**config.mk**
```make
export PLATFORM = sky130hd
export DESIGN_NAME = bram_heap_pq_flat
export DESIGN_NICKNAME = d
export VERILOG_FILES = /design/src/rtl/bram_heap_pq_if.sv /design/src/rtl/bram_heap_pq.sv /design/src/flat_wrapper.sv
export SDC_FILE = /design/constraint.sdc
export NUM_CORES = 1
export LEC_CHECK = 0
export ABC_AREA = 1
export ABC_CLOCK_PERIOD_IN_PS = 5600
export BUFFER_PORTS_ARGS = -buffer_cell sky130_fd_sc_hd__buf_2
export CAP_MARGIN = 20
export CORE_ASPECT_RATIO = 0.9
export CORE_MARGIN = 2
export CORE_UTILIZATION = 30
export DETAILED_ROUTE_END_ITERATION = 6
export GPL_TIMING_DRIVEN = 0
export PLACE_DENSITY_LB_ADDON = 0.1
export SYNTH_ARGS = -nofsm -noshare
export SYNTH_HDL_FRONTEND = slang
export SYNTH_SLANG_ARGS = --single-unit
```
**constraint.sdc**
```tcl
create_clock -name clk -period 5.6 [get_ports clk]
set_input_delay 1.12 -clock clk [delete_from_list [all_inputs] [get_ports clk]]
set_output_delay 1.12 -clock clk [all_outputs]
set_load 0.05 [all_outputs]
```
**src/rtl/bram_heap_pq_if.sv**
```systemverilog
// bram_heap_pq_if: request handshake and status bundle between a client and the heap priority queue.
interface bram_heap_pq_if #(
   parameter int DATA_WIDTH = 32,
   parameter int TREE_DEPTH = 4
);
   logic                  i_valid;
   logic [1:0]            i_op;
   logic [DATA_WIDTH-1:0] i_data;
   logic                  o_ready;
   logic [DATA_WIDTH-1:0] o_top;
   logic                  o_top_valid;
   logic [TREE_DEPTH-1:0] o_count;
   logic                  o_full;
   logic                  o_empty;
   logic                  o_err;
   modport master (output i_valid, i_op, i_data,
                   input  o_ready, o_top, o_top_valid, o_count, o_full, o_empty, o_err);
   modport slave  (input  i_valid, i_op, i_data,
                   output o_ready, o_top, o_top_valid, o_count, o_full, o_empty, o_err);
endinterface

```
**src/rtl/bram_heap_pq.sv**
```systemverilog
// bram_heap_pq: binary-heap priority queue (push/pop/replace-top) over a dual-port RAM,
// root mirrored in top_q so the top item is visible with no read latency.
module bram_heap_pq #(
   parameter int DATA_WIDTH = 32,
   parameter int TREE_DEPTH = 4,
   parameter int MAX_HEAP   = 1
) (
   input logic           clk,
   input logic           rst,
   bram_heap_pq_if.slave bus
);
   localparam int AW = TREE_DEPTH;
   localparam logic [AW-1:0] CAP = AW'((1 << TREE_DEPTH) - 1);
   typedef enum logic [2:0] {IDLE, POP_FETCH, SD_READ, SD_CMP, SU_READ, SU_CMP} state_t;
   state_t state, state_n;
   logic [DATA_WIDTH-1:0] mem [0:(1 << AW)-1];
   logic [DATA_WIDTH-1:0] cur, cur_n, top_q, rd_a, rd_b, wd, best;
   logic [AW-1:0] idx, idx_n, count, count_n, addr_a, addr_b, parent, best_idx;
   logic [AW:0] lc, rc;
   logic we, err_q, err_n, l_ok, r_ok, pick_r, ready, accept, full, empty, push_ok;

   function automatic logic beats(input logic [DATA_WIDTH-1:0] a, input logic [DATA_WIDTH-1:0] b);
      return MAX_HEAP != 0 ? a > b : a < b;
   endfunction

   assign full     = count == CAP;
   assign empty    = count == '0;
   assign ready    = state == IDLE && !rst;
   assign accept   = bus.i_valid && ready;
   assign push_ok  = (bus.i_op == 2'b00 || (bus.i_op == 2'b10 && empty)) && !full;
   assign lc       = {idx, 1'b1};
   assign rc       = {idx, 1'b0} + (AW+1)'(2);
   assign parent   = (idx - AW'(1)) >> 1;
   assign l_ok     = lc < {1'b0, count};
   assign r_ok     = rc < {1'b0, count};
   assign pick_r   = r_ok && beats(rd_b, rd_a);
   assign best     = pick_r ? rd_b : rd_a;
   assign best_idx = pick_r ? rc[AW-1:0] : lc[AW-1:0];

   always_comb begin
      state_n = state;
      cur_n   = cur;
      idx_n   = idx;
      count_n = count;
      err_n   = 1'b0;
      we      = 1'b0;
      wd      = cur;
      addr_a  = idx;
      addr_b  = rc[AW-1:0];
      case (state)
         IDLE: if (accept) begin
            if (push_ok) begin
               cur_n   = bus.i_data;
               idx_n   = count;
               count_n = count + AW'(1);
               state_n = SU_READ;
            end else if (bus.i_op == 2'b01 && !empty) begin
               count_n = count - AW'(1);
               addr_a  = count - AW'(1);
               state_n = POP_FETCH;
            end else if (bus.i_op == 2'b10) begin
               cur_n   = bus.i_data;
               idx_n   = '0;
               state_n = SD_READ;
            end else err_n = 1'b1;
         end
         POP_FETCH: begin
            cur_n   = rd_a;
            idx_n   = '0;
            state_n = count == '0 ? IDLE : SD_READ;
         end
         SD_READ: begin
            addr_a  = lc[AW-1:0];
            state_n = SD_CMP;
         end
         // missing children are never chosen, so stale RAM beyond count is harmless
         SD_CMP: begin
            we = 1'b1;
            if (l_ok && beats(best, cur)) begin
               wd      = best;
               idx_n   = best_idx;
               state_n = SD_READ;
            end else state_n = IDLE;
         end
         SU_READ: begin
            we      = idx == '0;
            addr_a  = idx == '0 ? idx : parent;
            state_n = idx == '0 ? IDLE : SU_CMP;
         end
         SU_CMP: begin
            we = 1'b1;
            if (beats(cur, rd_a)) begin
               wd      = rd_a;
               idx_n   = parent;
               state_n = SU_READ;
            end else state_n = IDLE;
         end
         default: state_n = IDLE;
      endcase
   end

   always_ff @(posedge clk) begin
      if (we) mem[addr_a] <= wd;
      rd_a <= mem[addr_a];
      rd_b <= mem[addr_b];
   end

   always_ff @(posedge clk) begin
      if (rst) begin
         state <= IDLE;
         cur   <= '0;
         idx   <= '0;
         count <= '0;
         top_q <= '0;
         err_q <= 1'b0;
      end else begin
         state <= state_n;
         cur   <= cur_n;
         idx   <= idx_n;
         count <= count_n;
         err_q <= err_n;
         if (we && addr_a == '0) top_q <= wd;
      end
   end

   assign bus.o_ready     = ready;
   assign bus.o_top       = top_q;
   assign bus.o_top_valid = ready && !empty;
   assign bus.o_count     = count;
   assign bus.o_full      = full;
   assign bus.o_empty     = empty;
   assign bus.o_err       = err_q;
endmodule

```
**src/flat_wrapper.sv**
```systemverilog
// flat-port wrapper written by rule: the top's interface ports become plain ports
module bram_heap_pq_flat 
#(
   parameter int DATA_WIDTH = 32,
   parameter int TREE_DEPTH = 4,
   parameter int MAX_HEAP   = 1
)
  (clk, rst, bus_i_valid, bus_i_op, bus_i_data, bus_o_ready, bus_o_top, bus_o_top_valid, bus_o_count, bus_o_full, bus_o_empty, bus_o_err);
  bram_heap_pq_if #(.DATA_WIDTH(DATA_WIDTH), .TREE_DEPTH(TREE_DEPTH)) bus_i ();
  input logic clk;
  input logic rst;
  input wire logic [$bits(bus_i.i_valid)-1:0] bus_i_valid;
  input wire logic [$bits(bus_i.i_op)-1:0] bus_i_op;
  input wire logic [$bits(bus_i.i_data)-1:0] bus_i_data;
  output wire logic [$bits(bus_i.o_ready)-1:0] bus_o_ready;
  output wire logic [$bits(bus_i.o_top)-1:0] bus_o_top;
  output wire logic [$bits(bus_i.o_top_valid)-1:0] bus_o_top_valid;
  output wire logic [$bits(bus_i.o_count)-1:0] bus_o_count;
  output wire logic [$bits(bus_i.o_full)-1:0] bus_o_full;
  output wire logic [$bits(bus_i.o_empty)-1:0] bus_o_empty;
  output wire logic [$bits(bus_i.o_err)-1:0] bus_o_err;
  assign bus_i.i_valid = bus_i_valid;
  assign bus_i.i_op = bus_i_op;
  assign bus_i.i_data = bus_i_data;
  assign bus_o_ready = bus_i.o_ready;
  assign bus_o_top = bus_i.o_top;
  assign bus_o_top_valid = bus_i.o_top_valid;
  assign bus_o_count = bus_i.o_count;
  assign bus_o_full = bus_i.o_full;
  assign bus_o_empty = bus_i.o_empty;
  assign bus_o_err = bus_i.o_err;
  bram_heap_pq #(.DATA_WIDTH(DATA_WIDTH), .TREE_DEPTH(TREE_DEPTH), .MAX_HEAP(MAX_HEAP)) u_core (.clk(clk), .rst(rst), .bus(bus_i));
endmodule
```
==> Word level (Yosys, flattened, before mapping) <==
Memories as Yosys holds them, arrays and structs flattened. A register that Yosys moved wholly into a read port is not among the register bits.
Cells that the tools add are included.
{ "word_totals": {"regBits": 76, "ramBits": 512, "input_bits": 37, "word_cells": 96, "memories": 1} }
{ "op_classes": {"addsub": 4, "n_lt_le_gt_ge": 5, "eq_ne": 14, "n_mux": 37, "bitwise": 2, "n_reduce_logical": 27} }
{ "memory_table": {"columns": ["memory", "words", "word_bits", "read_ports", "rd_ports_with_merged_regs", "wr", "line", "rtl"], "rows": [
  ["u_core.mem", 16, 32, 2, 2, 1, "bram_heap_pq.sv:16", "logic [DATA_WIDTH-1:0] mem [0:(1 << AW)-1];"]
]} }
{ "ops": {"columns": ["cell", "n"], "rows": [
  ["two-way mux 32 bit", 7],
  ["one-hot mux 32 bit (2 select lines)", 2],
  ["> comparator 32 bit", 3],
  ["two-way mux 4 bit", 13],
  ["two-way mux 3 bit", 6],
  ["one-hot mux 3 bit (6 select lines)", 1],
  ["one-hot mux 4 bit (4 select lines)", 1],
  ["zero test 4 bit", 3],
  ["one-hot mux 4 bit (3 select lines)", 1],
  ["less-than comparator 5 x 4 -> 1 bit", 2],
  ["logical AND 1 bit", 9],
  ["subtractor 4 x 1 -> 4 bit (second input constant)", 2],
  ["== test 3 x 2 -> 1 bit (second input constant)", 2],
  ["== test 3 bit (second input constant)", 2],
  ["!= test 2 x 1 -> 1 bit (second input constant)", 3],
  ["!= test 3 x 2 -> 1 bit (second input constant)", 2],
  ["AND reduction 6 bit", 1],
  ["adder 5 x 2 -> 5 bit (second input constant)", 1],
  ["OR reduction 5 bit", 1],
  ["adder 4 x 1 -> 4 bit (second input constant)", 1],
  ["== test 4 bit (second input constant)", 1],
  ["two-way mux 2 bit", 2],
  ["!= test 4 x 3 -> 1 bit (second input constant)", 1],
  ["AND reduction 4 bit", 1],
  ["other kinds (15)", 21]
]} }

==> Depth between registers and ports, before layout <==
{ "logic_depth": {"depth_word": 9, "ltp_mapped": 36, "depth_no_buf": 34} }

==> Worst setup path before layout <==
OpenSTA, ideal clock, no wires.
{ "synth_path": {"path_type": "register -> register", "start": "register u_core.idx[0]", "end": "memory u_core.mem[0][0] (data pin)", "t_arrival_ps": 4247, "required_time_ps": 5395, "path_slack_ps": 1148, "path_stages_with_launch": 26, "cell_sequence": "dfxtp_1 clkinv_1 clkbuf_1 clkbuf_1 ha_1 ha_1 a21oi_1 o21ai_0 nor2_2 nand2_1 buf_2 buf_2 nand2_1 nand2_1 ha_1 nand2_1 nor2_1 nand4_1 nor2_1 a31oi_1 nand2_1 nand2_1 nand3_1 clkbuf_1 nand2_1 nand2_1"} }
{ "synth_via": {"elab_chain_len": 8, "elab_cells_between_ends": 9} }
{ "synth_lines": {"columns": ["item", "line", "rtl"], "rows": [
  ["start, declared", "bram_heap_pq.sv:18", "logic [AW-1:0] idx, idx_n, count, count_n, addr_a, addr_b, parent, best_idx;"],
  ["start signal, assigned", "bram_heap_pq.sv:119", "idx <= idx_n;"],
  ["adder 5 x 2 -> 5 bit", "bram_heap_pq.sv:32", "assign rc = {idx, 1'b0} + (AW+1)'(2);"],
  ["less-than comparator 5 x 4 -> 1 bit", "bram_heap_pq.sv:35", "assign r_ok = rc < {1'b0, count};"],
  ["logical AND 1 bit", "bram_heap_pq.sv:36", "assign pick_r = r_ok && beats(rd_b, rd_a);"],
  ["two-way mux 32 bit", "bram_heap_pq.sv:37", "assign best = pick_r ? rd_b : rd_a;"],
  ["> comparator 32 bit", "bram_heap_pq.sv:23", "return MAX_HEAP != 0 ? a > b : a < b;"],
  ["logical AND 1 bit", "bram_heap_pq.sv:79", "if (l_ok && beats(best, cur)) begin"],
  ["two-way mux 32 bit (*)", "bram_heap_pq.sv:79", null],
  ["one-hot mux 32 bit (2 select lines) (*)", "bram_heap_pq.sv:50", "case (state)"],
  ["via u_core.wd[0]", "bram_heap_pq.sv:17", "logic [DATA_WIDTH-1:0] cur, cur_n, top_q, rd_a, rd_b, wd, best;"],
  ["end, declared", "bram_heap_pq.sv:16", null]
]} }
Mark *: on every way through the listed nets, which the timed path passes. The rest lies on a longest branch.

==> Final worst setup path <==
{ "layout_path": {"start": "register u_core.idx[0]", "end": "memory u_core.mem[5][30] (data pin)"} }
Same word-level chain as after synthesis.

==> impl_results.md <==
* Final ANT Viol Nets at 0
* PwrDens at 454 nW/µm²
* Register bit total from synthesis at 652
* Worst Skew at 0.0340 ns
* Crit-path most repeated cell: nand2_1
* Number of max-cap violations at 0
* Gpl congestion at 0.881
* Critical path startpoint category: register
* CTS Hold Bufs at 0
* Die Wd at 348 µm
* Final core occ at 35.8%
* Number of synthesis warnings at 0
* Worst EP arrival at 5.43 ns
* Post-route minimum period at 5.21 ns
* Avg Inst Size Synth at 8.63 µm²
* Seq/Total Area, Yosys at 56.8%
* Vias at 27638
* WL/cell at 26.9 µm
* First-pass GRT wire length at 202 mm
* Post-Syn Instances at 3710
* PortBufs at 77
* TritonCTS clock tree: yes
* Max incr delay on CP at 0.44 ns
* Max Fanout on Critical Path at 21
* Post-synth EDFFs at 512
* Post-DP HPWL at 101 mm
* Slew Limit Fails at 0
* Placed Area at 34700 µm²
* Initial Util at 30.3%
* Period utilization at 93.0%
* Worst path bufs/invs at 5
* Async set-reset flop share out of synthesis at 0%
* Leakage at 15.8 nW
* Maximum clock frequency at 192 MHz
* CTS Buf Count at 81
* Crit Path Class: register to register
* Clk Latency, worst-skew pair at 0.68 ns
* Relative slew slack at 16.1%
* DRC viols at 0
* Post-synth top flop: edfxtp_1
* Worst Max-Slew Pin Slew at 1.26 ns
* Die footprint at 109000 µm²
* H-Tree Depth at 3
* Die Y at 314 µm
* Setup crit end kind: register
* Overflow after GRT at 0
* Commonest non-fill, non-tap cell in the layout: nand2_1
* FP Rows at 113
* DR pass1 iterations at 6
* R2R setup slack at 0.39 ns
* Synth unique cells at 43
* Delay-heaviest family, CP: simple AND/OR/NAND/NOR gates
* Layout cells sized above 1 at 9.75%
* Worst path required time at 5.82 ns
* Most frequent cells in the layout: nand2_1 (1352), edfxtp_1 (512), nor2_1 (370)
* Vias in the first global route at 26709
* Post-route cell area at 37800 µm²
* Hold slack final at 0.497 ns
* Register clock-pin slew on the reported worst setup and hold paths at 0.06 ns
* Slowest cell on crit path: dfxtp_4
* Mapped Area at 32000 µm²
* Nets at 4035
* Root Buffer Master: clkbuf_16
* Largest net degree at the start of global routing at 42
* Synth Net Count at 3853
* CTS max path bufs at 3
* Total Wirelength at 144 mm
* Hold WC Path Type: register to register
* Total track usage at 26.0%
* Final hold violations at 0
* Clock Sinks at 652
* Vias per inst at 5.17
* Detailed Route Iter0 Violations at 3149
* Final setup fails at 0
* Core Box Area at 106000 µm²
* VDD IR max at 0.000272 V
* Antenna violations before repair at 13
* Total I/O pin count at 78
* Area Overhead vs Synth at 18.1%
* Power, Total at 17.2 mW
* Outcome: completed
-- synth_stat cells, drive strengths merged, types with 3 or more instances --
cell type | count | share of area [%]
ha | 106 | 4.1
nand2 | 1388 | 16
nand4 | 41 | 0.80
a31oi | 67 | 1.3
clkbuf | 132 | 1.5
clkinv | 3 | 0.035
dfxtp | 140 | 8.8
o22ai | 32 | 0.63
nand3 | 341 | 5.4
nor2 | 391 | 4.7
buf | 87 | 1.3
xnor2 | 3 | 0.082
inv | 156 | 1.8
a21oi | 87 | 1.4
o21ai | 185 | 2.9
xor2 | 5 | 0.14
nor3 | 10 | 0.16
a21o | 5 | 0.12
o21a | 5 | 0.12
edfxtp | 512 | 48
-- final timing paths --
check	startpoint	to	depth (start not counted)
setup / recovery	u_core.idx[0]	u_core.mem[5][30]	25
hold / removal	u_core.rd_a[28]	u_core.cur[28]	2
setup reg to reg	u_core.idx[0]	u_core.mem[5][30]	25
hold reg to reg	u_core.rd_a[28]	u_core.cur[28]	2
-- timing repair --
action / CTS / global route
pin swaps: 1 / 2
resized for setup: 91 / 29
endpoints found under the setup margin: 933 / 542
buffers inserted: 3 / 1
-- per-layer routing --
layer  wire (µm)  global-route usage (%)
met3       11000                    4.47
met1       63800                    36.2
met4        3760                    7.20
met2       65000                    41.7
met5          20                       0
-- state kept, by name, indices dropped and copies added (netlist names) --
name,cells
u_core.bus.o_count,4
u_core.bus.o_top,32
u_core.rd_a,32
u_core.cur,32
u_core.state,3
u_core.rd_b,32
u_core.idx,4
u_core.bus.o_err,1
u_core.mem,512
-- power by group --
part	total (mW)	switching, mW	internal [mW]
Sequential	5.81	0.251	5.56
Combinational	5.92	4.37	1.55
Clock	5.42	2.25	3.17
-- metrics by stage --
stage                     setup WS, ns  std cells  setup TNS [ns]
after floorplan                   1.15       3710               0
after global placement           -3.71       5167        -2599.01
final                            0.394       5341               0
after CTS                       0.0115       5339               0
after detailed placement         -2.21       5189        -1212.22
after global routing          -0.00666       5338         -0.0616
-- tightest hold or removal path: cells and delay by family, from the launching register on --
| family | cells | cell delay (ns) |
|---|---|---|
| AOI/OAI and AO/OA | 1 | 0.07 |
| DFF | 1 | 0.31 |
| and+or+nand+nor | 1 | 0.07 |
-- area by class of cell --
class | instances | area, µm²
Fill cell | 10944 | 67800
Sequential cell | 652 | 18200
Multi-Input combinational cell | 2680 | 12800
Clock buffer | 109 | 2240
Tap cell | 1380 | 1730
Buffer | 215 | 940
Timing Repair Buffer | 103 | 906
Inverter | 159 | 604
Clock inverter | 39 | 425
Antenna cell | 4 | 10.0
-- logic make-up (layout without fill, tap and decap cells) --
| group | count (synthesis) | after routing | synth area share [%] |
|---|---|---|---|
| flops | 652 | 652 | 56.8 |
| other cells | 0 | 4 | 0 |
| xor+xnor | 8 | 8 | 0.219 |
| compound gates | 391 | 391 | 6.76 |
| simple gates | 2175 | 2175 | 27.4 |
| buf+inv | 378 | 625 | 4.75 |
| fa+ha+maj | 106 | 106 | 4.14 |
Power figures use the tool's default switching activity.
